$ cat config.mk
export PLATFORM = sky130hd
export DESIGN_NAME = morse_key_timer
export DESIGN_NICKNAME = d
export VERILOG_FILES = /design/src/rtl/morse_key_timer.sv
export SDC_FILE = /design/constraint.sdc
export NUM_CORES = 1
export LEC_CHECK = 0
export BUFFER_PORTS_ARGS = -buffer_cell sky130_fd_sc_hd__clkbuf_2
export CAP_MARGIN = 10
export CORE_MARGIN = 8
export CORE_UTILIZATION = 40
export CTS_CLUSTER_SIZE = 24
export DETAILED_ROUTE_END_ITERATION = 12
export PLACE_DENSITY = 0.64
export SYNTH_ARGS = -nofsm -noshare
export SYNTH_HDL_FRONTEND = slang
export SYNTH_SLANG_ARGS = --single-unit
$ cat constraint.sdc
create_clock -name clk -period 2.28 [get_ports clk]
set_input_delay 0.342 -clock clk [delete_from_list [all_inputs] [get_ports clk]]
set_output_delay 0.342 -clock clk [all_outputs]
set_load 0.01 [all_outputs]
$ cat src/rtl/morse_key_timer.sv
// Key front end for the Morse decoder: synchronise and debounce the raw key, time each press as
// dot or dash, and close the letter after an inter-letter silence.
module morse_key_timer #(
  parameter int unsigned DEBOUNCE_CYCLES   = 1000,
  parameter int unsigned DOT_MAX_CYCLES    = 3000,
  parameter int unsigned LETTER_GAP_CYCLES = 6000,
  parameter int unsigned CNT_W             = 24,
  parameter int unsigned MAX_SYMBOLS       = 5
) (
  input  logic       clk,
  input  logic       rst,
  input  logic       key_in,
  output logic       key_level,
  output logic       sym_valid,
  output logic       sym_bit,
  output logic [2:0] sym_count,
  output logic       letter_done,
  output logic       letter_err,
  output logic       busy
);

  typedef enum logic [1:0] {IDLE, PRESS, GAP} state_t;

  localparam logic [CNT_W-1:0] DEB_LAST = CNT_W'(DEBOUNCE_CYCLES - 1);
  localparam logic [CNT_W-1:0] DOT_MAX  = CNT_W'(DOT_MAX_CYCLES);
  localparam logic [CNT_W-1:0] GAP_LAST = CNT_W'(LETTER_GAP_CYCLES - 1);
  localparam logic [2:0]       MAX_SYM  = 3'(MAX_SYMBOLS);

  function automatic logic [CNT_W-1:0] sat_inc(input logic [CNT_W-1:0] v);
    return (&v) ? v : v + 1'b1;
  endfunction

  logic             sync1_q, sync2_q;
  logic             level_q, level_prev_q;
  logic [CNT_W-1:0] deb_cnt_q;
  logic             rise, fall, expire;

  state_t           state_q, state_d;
  logic [CNT_W-1:0] dur_q, dur_d, gap_q, gap_d;
  logic [2:0]       cnt_q, cnt_d;
  logic             ovf_q, ovf_d, bit_q, bit_d, vld_q, vld_d;

  // Level only flips after DEBOUNCE_CYCLES consecutive cycles of disagreement.
  always_ff @(posedge clk) begin
    if (rst) begin
      sync1_q      <= 1'b0;
      sync2_q      <= 1'b0;
      level_q      <= 1'b0;
      level_prev_q <= 1'b0;
      deb_cnt_q    <= '0;
    end else begin
      sync1_q      <= key_in;
      sync2_q      <= sync1_q;
      level_prev_q <= level_q;
      if (sync2_q == level_q) begin
        deb_cnt_q <= '0;
      end else if (deb_cnt_q == DEB_LAST) begin
        level_q   <= ~level_q;
        deb_cnt_q <= '0;
      end else begin
        deb_cnt_q <= sat_inc(deb_cnt_q);
      end
    end
  end

  assign rise   = level_q & ~level_prev_q;
  assign fall   = ~level_q & level_prev_q;
  assign expire = (state_q == GAP) && (gap_q == GAP_LAST);

  always_ff @(posedge clk) begin
    if (rst) begin
      state_q <= IDLE;
      dur_q   <= '0;
      gap_q   <= '0;
      cnt_q   <= '0;
      ovf_q   <= 1'b0;
      bit_q   <= 1'b0;
      vld_q   <= 1'b0;
    end else begin
      state_q <= state_d;
      dur_q   <= dur_d;
      gap_q   <= gap_d;
      cnt_q   <= cnt_d;
      ovf_q   <= ovf_d;
      bit_q   <= bit_d;
      vld_q   <= vld_d;
    end
  end

  // A rise on the expiry cycle wins the state but the letter still closes.
  always_comb begin
    state_d = state_q;
    case (state_q)
      IDLE:    if (rise) state_d = PRESS;
      PRESS:   if (fall) state_d = GAP;
      GAP: begin
        if (rise)        state_d = PRESS;
        else if (expire) state_d = IDLE;
      end
      default: state_d = IDLE;
    endcase
  end

  always_comb begin
    dur_d = dur_q;
    gap_d = gap_q;
    cnt_d = cnt_q;
    ovf_d = ovf_q;
    bit_d = bit_q;
    vld_d = 1'b0;
    case (state_q)
      IDLE: begin
        if (rise) begin
          dur_d = CNT_W'(1);
          gap_d = '0;
        end
      end
      PRESS: begin
        if (fall) begin
          gap_d = '0;
          if (cnt_q < MAX_SYM) begin
            vld_d = 1'b1;
            bit_d = (dur_q > DOT_MAX);
            cnt_d = cnt_q + 3'd1;
          end else begin
            ovf_d = 1'b1;
          end
        end else begin
          dur_d = sat_inc(dur_q);
        end
      end
      GAP: begin
        gap_d = sat_inc(gap_q);
        if (expire) begin
          gap_d = '0;
          cnt_d = '0;
          ovf_d = 1'b0;
          bit_d = 1'b0;
        end
        if (rise) dur_d = CNT_W'(1);
      end
      default: ;
    endcase
  end

  always_comb begin
    key_level   = level_q;
    sym_valid   = vld_q;
    sym_bit     = bit_q;
    sym_count   = cnt_q;
    letter_done = expire;
    letter_err  = expire & ovf_q;
    busy        = (state_q != IDLE);
  end

endmodule

==> reports/qor.txt <==
CTS tree: yes
Tcrit/Tclk final: 98.0%
met2 Usage GRT: 22.5%
Worst Setup EP: letter_err
Final Util: 45.8%
final critical-path setup slack: 0.0455 ns
final wirelength: 10.5 mm
GP Congestion: 0.896
Detailed Place HPWL: 7.40 mm
number of vias per cell: 5.64
Setup violations, final: 0
Worst EP arrival: 1.89 ns
Overflow after GRT: 0
clk slew on worst S/H paths: 0.09 ns
drt first pass iters: 4
CP Capture Type: output pin
chip height: 121 um
internal reg-to-reg setup slack: 0.13 ns
Fmax: 448 MHz
final hold vios: 0
Initial Util: 40.8%
post-route cell area: 4950 um^2
Mean Syn Cell Area: 8.01 um^2
commonest register cell after synthesis: dfxtp_1
WL/cell: 14.7 um
clk root buf: clkbuf_8
CTS Buf Count: 9
Final ANT Viol Nets: 0
most crowded layer after global routing: met2
WP data required: 1.94 ns
Worst Skew: 0.0120 ns
post-synthesis register bit count: 84
Post-synth EDFFs: 0
met1 Track Usage GR: 19.6%
ratio of cells with drive above 1 in the final layout: 13.8%
layout net count: 582
Rows: 38
Synth cell types: 57
die footprint: 14,600 um^2
Critical Path Fanout Max: 5
synth warn: 0
number of global-route vias before repair: 3,732
Slew HR: 58.9%
Total Power: 2.48 mW
Cells after Synth: 550
first-pass GRT wire length: 17.9 mm
VDD IR max: 0.000417 V
Core Region: 10,800 um^2
CTS Hold Bufs: 0
worst-margin pin slew: 0.614 ns
R2R depth: 7
maxcap violations: 0
Layout fillers: 1,078
Placed Cells incl. Taps: 700
drt initial violations: 233
PwrDens: 501 nW/um^2
diode count: 0
Reg-to-Reg Start: deb_cnt_q[0]
vias: 4,055
Crit. Startpoint: gap_q[4]
GRT met3 Usage: 3.91%
largest net degree at the start of global routing: 35
Clk Latency, worst-skew pair: 0.36 ns
HP Class: in -> reg
CP Launch Type: register
gr usage total: 14.8%
overall die width: 121 um
DP Area: 4680 um^2
initial antenna violation count: 0
DP Worst Slack: 0.194 ns
unrepaired setup endpoints after global routing: true
Post-Syn Nets: 558
Finished Layout Cells: 719
Tmin final: 2.23 ns
FF-to-FF End: deb_cnt_q[17]
crit path kind: reg -> out
CTS Buffer Depth: 2
I/O Buffers: 11
Slew Viols, Final: 0
outcome: completed
I/O pin count: 12
Layout area overhead: 12.3%
async set-or-reset flop fraction in the synthesized netlist: 0%
clk sink count: 84
htree depth: 3
P_leak: 1.66 nW
drt drc: 0
Mapped Area: 4400 um^2
Seq/Total Area, Yosys: 38.2%
[cell type report]
type                            instances  area, um^2  area share, %
Sequential cell                        84        1690           34.1
Timing Repair Buffer                   38         262           5.29
Tap cell                              140         175           3.54
Multi-Input combinational cell        433        2620           52.9
Inverter                                8        30.0          0.607
Clock inverter                          6        40.0          0.809
Clock buffer                           10         138           2.78
[kinds of logic after synthesis]
family	Yosys count	synth area share (%)
buffers and inverters	33	3.66
DFF	84	38.2
AOI/OAI and AO/OA	126	18.9
xor gates and xnor gates	18	3.58
and+or+nand+nor	280	33.4
muxes	4	0.909
adders and majority gates	5	1.42
[repair_timing]
action | 4_1_cts | 5_1_grt
buffers inserted | 3 | 0
setup endpoints to repair | 2 | 5
endpoints found under the hold margin | 0 | 0
gates resized for setup | 5 | 10
pin swaps | 2 | 1
[routing by layer]
layer	up-vias	routed length, um	part of all wire [%]
met5	-	0	0
met4	0	173	1.6
met3	16	401	3.8
met2	64	4650	44
met1	1904	5310	50
li1	2071	-	-
[critical path: stages, from the launching register on]
cell and delay [ns]:
dfxtp_2 0.35, or3_1 0.37, or3_4 0.39, nor3_4 0.15, and2_1 0.15, clkbuf_2 0.13
[layout by cell type, fill, tap and decap left out, types with 7 or more instances in the layout]
cell	synthesis	final
dfxtp_1	84	80
nor2_1	65	64
nand2_1	56	56
a21oi_1	32	32
nand3_1	30	28
o21ai_0	27	27
buf_4	4	26
nand4_1	20	20
and3_1	18	18
nor3_1	16	15
xor2_1	13	13
nor2b_1	12	12
o31ai_1	12	12
clkbuf_2	1	11
and2_1	10	10
clkbuf_8	0	10
a31oi_1	9	9
a311oi_1	9	9
or3_1	8	8
inv_1	8	8
nor4_1	9	7
[flip-flops by register name, indices dropped and copies added (netlist names)]
register	flops
deb_cnt_q	24
dur_q	24
gap_q	24
key_level	1
level_prev_q	1
ovf_q	1
state_q	2
sym_bit	1
sym_count	3
sym_valid	1
sync1_q	1
sync2_q	1
[cells in the mapped netlist, types with 10 or more instances]
cell / n / share of area, %
nand3_1: 30 / 3.4
nor3_1: 16 / 1.8
nand4_1: 20 / 2.8
nand2_1: 56 / 4.8
dfxtp_1: 84 / 38
a21oi_1: 32 / 3.6
xor2_1: 13 / 2.6
and3_1: 18 / 2.6
and2_1: 10 / 1.4
clkbuf_1: 13 / 1.1
nor2_1: 65 / 5.5
nor2b_1: 12 / 1.7
o31ai_1: 12 / 2.0
o21ai_0: 27 / 3.1
[per-stage QoR]
stage | setup TNS [ns] | hold slack, ns
6_report | 0 | 0.199
4_1_cts | 0 | 0.167
5_1_grt | -0.0307 | 0.211
2_1_floorplan | 0 | 0.414
3_5_place_dp | 0 | 0.457
3_3_place_gp | 0 | 0.460
[where the power goes]
part	switching [mW]	internal [mW]	total [mW]	leakage [nW]
Combinational	0.0255	0.00943	0.0349	0.891
Sequential	0.00148	1.47	1.47	0.679
Clock	0.553	0.423	0.977	0.0920
[how the worst min path moves through the flow]
| stage | slack [ns] | depth (start not counted) | start | end |
|---|---|---|---|---|
| final | 0.20 | 2 | key_in | sync1_q |
| after global placement | 0.46 | 1 | sync1_q | sync2_q |
| after CTS | 0.17 | 2 | key_in | sync1_q |
| after global routing | 0.21 | 2 | key_in | sync1_q |
| after detailed placement | 0.46 | 1 | sync1_q | sync2_q |
| after floorplan | 0.41 | 1 | sync1_q | sync2_q |
No activity file was read; power rests on OpenSTA's default activity.
